## src/rtl/cpu_pkg.sv

```systemverilog
// Shared CPU datapath widths and writeback-source encodings.
// The MEM/WB register and the control unit use the same encodings.
package cpu_pkg;

    localparam int DATA_W   = 32;
    localparam int ADDR_W   = 5;
    localparam int NUM_REGS = 2 ** ADDR_W;

    typedef enum logic [1:0] {
        REGSRC_ALU  = 2'b00,
        REGSRC_MEM  = 2'b01,
        REGSRC_LUI  = 2'b10,
        REGSRC_SEXT = 2'b11
    } regsrc_e;

endpackage

```

## src/rtl/wb_src_mux.sv

```systemverilog
// Writeback source select and immediate forming.
// Purely combinational; the forwarding unit reuses it.
module wb_src_mux
    import cpu_pkg::*;
#(
    parameter int DATA_W = cpu_pkg::DATA_W
) (
    input  logic [1:0]        reg_src,
    input  logic [DATA_W-1:0] alu_out,
    input  logic [DATA_W-1:0] mem_data,
    input  logic [15:0]       immediate,
    output logic [DATA_W-1:0] wb_data
);

    always_comb begin
        wb_data = alu_out;
        case (reg_src)
            REGSRC_ALU:  wb_data = alu_out;
            REGSRC_MEM:  wb_data = mem_data;
            REGSRC_LUI:  wb_data = DATA_W'({immediate, 16'h0000});
            REGSRC_SEXT: wb_data = {{(DATA_W-16){immediate[15]}}, immediate};
            default:     wb_data = alu_out;
        endcase
    end

endmodule

```

## src/rtl/wb_regfile.sv

```systemverilog
// Writeback stage: source select, 32-entry register file with write-through
// read ports, and current/previous writeback info for the forwarding unit.
module wb_regfile
    import cpu_pkg::*;
#(
    parameter int DATA_W    = cpu_pkg::DATA_W,
    parameter int ADDR_W    = cpu_pkg::ADDR_W,
    parameter int NUM_REGS  = cpu_pkg::NUM_REGS,
    parameter bit BYPASS_EN = 1'b1
) (
    input  logic              clk,
    input  logic              rst,
    input  logic [1:0]        wb_in_RegSrc,
    input  logic              wb_in_RegWrite,
    input  logic [DATA_W-1:0] wb_in_ALUOut_EXEC,
    input  logic [DATA_W-1:0] wb_in_Mem_dataOut,
    input  logic [ADDR_W-1:0] wb_in_write_reg_dest,
    input  logic [15:0]       wb_in_immediate,
    input  logic [ADDR_W-1:0] rd_addr_a,
    input  logic [ADDR_W-1:0] rd_addr_b,
    output logic [DATA_W-1:0] rd_data_a,
    output logic [DATA_W-1:0] rd_data_b,
    output logic              wb_fwd_valid,
    output logic [ADDR_W-1:0] wb_fwd_dest,
    output logic [DATA_W-1:0] wb_fwd_data,
    output logic              wb_prev_valid,
    output logic [ADDR_W-1:0] wb_prev_dest,
    output logic [DATA_W-1:0] wb_prev_data,
    output logic [31:0]       wb_write_count
);

    logic [DATA_W-1:0] wb_data;
    logic              eff;

    logic [DATA_W-1:0] regs_q [NUM_REGS];
    logic [DATA_W-1:0] regs_d [NUM_REGS];
    logic              prev_valid_q, prev_valid_d;
    logic [ADDR_W-1:0] prev_dest_q, prev_dest_d;
    logic [DATA_W-1:0] prev_data_q, prev_data_d;
    logic [31:0]       write_count_q, write_count_d;

    wb_src_mux #(.DATA_W(DATA_W)) u_src_mux (
        .reg_src   (wb_in_RegSrc),
        .alu_out   (wb_in_ALUOut_EXEC),
        .mem_data  (wb_in_Mem_dataOut),
        .immediate (wb_in_immediate),
        .wb_data   (wb_data)
    );

    // Writes to r0 and writes during reset are both non-events.
    assign eff = wb_in_RegWrite && (wb_in_write_reg_dest != '0) && !rst;

    always_comb begin
        regs_d        = regs_q;
        prev_valid_d  = eff;
        prev_dest_d   = prev_dest_q;
        prev_data_d   = prev_data_q;
        write_count_d = write_count_q;
        if (eff) begin
            regs_d[wb_in_write_reg_dest] = wb_data;
            prev_dest_d                  = wb_in_write_reg_dest;
            prev_data_d                  = wb_data;
            if (write_count_q != 32'hFFFF_FFFF)
                write_count_d = write_count_q + 32'd1;
        end
    end

    // Entry 0 is cleared by reset and never written, so it stays zero.
    always_ff @(posedge clk) begin
        if (rst) begin
            for (int i = 0; i < NUM_REGS; i++)
                regs_q[i] <= '0;
            prev_valid_q  <= 1'b0;
            prev_dest_q   <= '0;
            prev_data_q   <= '0;
            write_count_q <= '0;
        end else begin
            regs_q        <= regs_d;
            prev_valid_q  <= prev_valid_d;
            prev_dest_q   <= prev_dest_d;
            prev_data_q   <= prev_data_d;
            write_count_q <= write_count_d;
        end
    end

    assign rd_data_a = (rd_addr_a == '0) ? '0 :
                       (BYPASS_EN && eff && (rd_addr_a == wb_in_write_reg_dest)) ? wb_data :
                       regs_q[rd_addr_a];
    assign rd_data_b = (rd_addr_b == '0) ? '0 :
                       (BYPASS_EN && eff && (rd_addr_b == wb_in_write_reg_dest)) ? wb_data :
                       regs_q[rd_addr_b];

    assign wb_fwd_valid   = eff;
    assign wb_fwd_dest    = wb_in_write_reg_dest;
    assign wb_fwd_data    = wb_data;
    assign wb_prev_valid  = prev_valid_q;
    assign wb_prev_dest   = prev_dest_q;
    assign wb_prev_data   = prev_data_q;
    assign wb_write_count = write_count_q;

endmodule

```

## config.mk

```make
export PLATFORM = sky130hd
export DESIGN_NAME = wb_regfile
export DESIGN_NICKNAME = d
export VERILOG_FILES = /design/src/rtl/cpu_pkg.sv /design/src/rtl/wb_src_mux.sv /design/src/rtl/wb_regfile.sv
export SDC_FILE = /design/constraint.sdc
export NUM_CORES = 2
export LEC_CHECK = 0
export ABC_AREA = 1
export BUFFER_PORTS_ARGS = -buffer_cell sky130_fd_sc_hd__buf_4
export CORE_UTILIZATION = 40
export DETAILED_ROUTE_END_ITERATION = 16
export SYNTH_ARGS = -nofsm -noshare
export SYNTH_HDL_FRONTEND = slang
export SYNTH_SLANG_ARGS = --single-unit
export TNS_END_PERCENT = 20
```

## constraint.sdc

```tcl
create_clock -name clk -period 5.08 [get_ports clk]
set_input_delay 0 -clock clk [delete_from_list [all_inputs] [get_ports clk]]
set_output_delay 0 -clock clk [all_outputs]
set_load 0.02 [all_outputs]
```

==> results.tsv <==
metric	value	unit
run_status	finished clean	
die_x	387	um
vias_in_the_first_global_route	59900	
finClkSkew	0.00746	ns
post-place-cells	10800	
period_minus_slack	4.73	ns
max_clock_freq	211	MHz
cp_slowest_cell	sky130_fd_sc_hd__nand2_4	
drt_first_pass_iters	7	
grt_max_degree	226	
num_rows	140	
wirelength	273000	um
via_density_per_instance	6.00	
cp_data_required_time	5.08	ns
worstSetupEndpointType	output port	
cap_violations	0	
num-nets-final	9146	
ios	272	
synth.yosys.warnings	0	
crit_path_start_kind	input pin	
antenna_violating_nets_post_route	0	
drt_drc_violations_left	0	
antenna_found_initial	8	
timing.setup.tns	0	ns
design.die.area	150000	um^2
rsz0062_at_grt	false	
critPathMaxFanout	40	
port_buffer_count	271	
critPathTopFamily	buffers and inverters	
tritoncts_clock_tree	done	
fin_crit_sh	93.1	%
globalplace.congestion	0.922	
timing.critical_path.arrival	4.73	ns
drv_slew	0	
cp_num_cells	17	
cts.reportedPaths.clkPinSlew	0.06	ns
finalHoldViolCount	0	
worst_pin_slew	1.34	ns
static-leakage-power	26.6	nW
gr-usage-all-layers	34.9	%
cts_made_buffers	120	
clock_latency	0.76	ns
root_buffer	sky130_fd_sc_hd__clkbuf_16	
worst_path_largest_cell_delay	0.62	ns
ff_latch_count_synth	1094	
clk_path_buf_depth	3	
hpwl_after_detailed_placement	157000	um
globalRouteOverflowTotal	0	
hold_depth	6	
synth_seq_area_share	37.0	%
path_class	in -> out	
final_layout_size_suffix_gt1_share	8.62	%
grt_first_pass_wirelength	397000	um
cts_resized	0	
layout-area-overhead-vs-synth	13.1	%
floorplan.initialDensity	40.5	%
drt_iter0_drc	9456	
clock_sink_count	1094	
reg2reg_depth	11	
post_layout_nonfiller_instances	11100	
syn_nets	9373	
die_height	387	um
mappedNetlistArea	59200	um^2
cts_setup_buffers	0	
synth.distinct_cells	38	
synthesis.instances	9272	
worst_slew_margin_rel	10.6	%
vias	66400	
detail_route.wl_per_cell	24.7	um
worst_ir_drop_vdd	0.263	mV
core-area	146000	um^2
timing.hold.worst.class	in -> reg	
cellPowerDensity	316	nW/um^2
h-tree-depth	3	
worstPathCellList	dlygate4sd3_1, buf_4, inv_2, nand2_1, nor2_2, dlygate4sd3_1, nand2_2, dlygate4sd3_1, nand2_4, nor2_4, nand2_4, buf_4, o21ai_0, inv_1, nand2_1, inv_1, buf_4	
final-setup-viol-count	0	
synth.avg_cell_area	6.38	um^2
critPathBufInv	9	
area by class of cell:
class | instances | area (um^2)
fillers | 15000 | 79300
multi-input cells | 6414 | 30700
flip-flops and latches | 1094 | 21900
repair buffers | 511 | 4340
clock buffers | 181 | 3660
inverters | 904 | 3430
well taps | 1917 | 2400
clock inverters | 42 | 428
diodes | 1 | 2.50
routing by layer:
| layer | wire, um | track usage (%) |
|---|---|---|
| met5 | 39 | 0 |
| met3 | 33400 | 8.33 |
| met1 | 110000 | 47.0 |
| met2 | 112000 | 51.1 |
| met4 | 17100 | 18.9 |
Yosys cell counts:
library cell               count  share of area, %
sky130_fd_sc_hd__o211ai_1    167               2.1
sky130_fd_sc_hd__nor3_1       13              0.11
sky130_fd_sc_hd__nand2_4       3             0.057
sky130_fd_sc_hd__xor2_1       11              0.16
sky130_fd_sc_hd__o21ai_0    1562                13
sky130_fd_sc_hd__buf_1        51              0.32
sky130_fd_sc_hd__nand3_4       1             0.030
sky130_fd_sc_hd__buf_2       164               1.4
sky130_fd_sc_hd__inv_1       874               5.5
sky130_fd_sc_hd__nor2_1      457               2.9
sky130_fd_sc_hd__or2_2        30              0.32
sky130_fd_sc_hd__inv_2        22              0.14
sky130_fd_sc_hd__clkinv_1      8             0.051
sky130_fd_sc_hd__o21ai_1      69              0.58
sky130_fd_sc_hd__nand3_2       1             0.017
sky130_fd_sc_hd__buf_4        10              0.13
sky130_fd_sc_hd__nand4_1       7             0.074
sky130_fd_sc_hd__o21ai_2       1             0.015
sky130_fd_sc_hd__a221oi_4      1             0.044
sky130_fd_sc_hd__a21oi_1    1561                13
sky130_fd_sc_hd__ha_1          1             0.021
sky130_fd_sc_hd__nor2_2       22              0.23
sky130_fd_sc_hd__a221oi_2     11              0.28
sky130_fd_sc_hd__nand3b_1      4             0.051
sky130_fd_sc_hd__dfxtp_1    1094                37
sky130_fd_sc_hd__buf_6         1             0.019
sky130_fd_sc_hd__a221oi_1      2             0.030
sky130_fd_sc_hd__nand3_1     816               6.9
sky130_fd_sc_hd__nand2_2       6             0.063
sky130_fd_sc_hd__nor3_2        1             0.017
sky130_fd_sc_hd__nand2_1    1620                10
sky130_fd_sc_hd__a211oi_1     11              0.14
sky130_fd_sc_hd__nor2_4       10              0.19
sky130_fd_sc_hd__o22ai_1      11              0.12
sky130_fd_sc_hd__o22ai_2       4             0.085
sky130_fd_sc_hd__a22oi_1       1             0.013
sky130_fd_sc_hd__xnor2_1      10              0.15
sky130_fd_sc_hd__clkbuf_1    634               4.0
sequential cells by signal, summed over array words and instances, names as in the netlist:
name and count:
wb_prev_data 32, wb_prev_dest 5, wb_prev_valid 1, regs_q 1024, wb_write_count 32
worst paths after layout:
path	slack [ns]	end	startpoint
max	0.35	rd_data_a[0]	wb_in_write_reg_dest[3]
min	0.07	wb_prev_data[30]$_SDFFE_PP0P_	wb_in_Mem_dataOut[30]
max reg2reg	2.35	wb_write_count[18]$_SDFFE_PP0P_	wb_write_count[1]$_SDFFE_PP0P_
min reg2reg	0.45	regs_q[994]$_SDFFE_PP0P_	regs_q[994]$_SDFFE_PP0P_
cell usage in the layout (no fill, tap or decap), drive strengths merged:
cell,count
a211oi,11
a21oi,1561
a221oi,14
a22oi,1
buf,441
bufinv,7
clkbuf,181
clkinv,37
clkinvlp,1
dfxtp,1094
diode,1
dlygate4sd3,70
ha,1
inv,901
nand2,1629
nand3,818
nand3b,4
nand4,7
nor2,489
nor3,14
o211ai,167
o21ai,1632
o22ai,15
or2,30
xnor2,10
xor2,11
where the power goes:
part / leakage [nW] / internal, mW / total (mW) / switching, mW
Clock: 2.05 / 5.31 / 9.18 / 3.88
Combinational: 15.7 / 0.856 / 3.26 / 2.40
Sequential: 8.83 / 8.65 / 8.70 / 0.0465
through the flow:
stage	total power [mW]	utilization (%)	hold slack, ns	cell area [um^2]	setup WS [ns]
2_1_floorplan	10.7	-	0.113	59200	3.20
3_3_place_gp	11.9	42.5	0.308	62100	1.52
3_5_place_dp	12.0	42.5	0.314	62100	1.52
4_1_cts	21.1	45.7	0.0298	66900	0.522
5_1_grt	21.7	45.7	0.0799	66900	0.254
6_report	21.1	45.7	0.0655	66900	0.349
timing repair:
item	4_1_cts	5_1_grt
setup endpoints to repair	0	0
hold buffers	70	0
endpoints found under the hold margin	597	0
logic make-up (layout without fill, tap and decap cells):
group | count (synthesis) | in the layout | share of synthesized area [%]
adder cells (fa/ha/maj) | 1 | 1 | 0.0211
buffers and inverters | 1764 | 1638 | 11.6
XOR/XNOR | 21 | 21 | 0.311
AO/OA/AOI/OAI | 3401 | 3401 | 29.8
AND/OR/NAND/NOR | 2991 | 2991 | 21.2
flip-flops | 1094 | 1094 | 37.0
other | 0 | 1 | 0
worst register-to-register path, delay by kind of cell, from the launching register on:
kind                     cells  cell delay, ns
flip-flops                   1            0.38
buffers and inverters        1            0.12
AND/OR/NAND/NOR              9            1.87
adder cells (fa/ha/maj)      1            0.29
(Power assumes the default switching activity.)
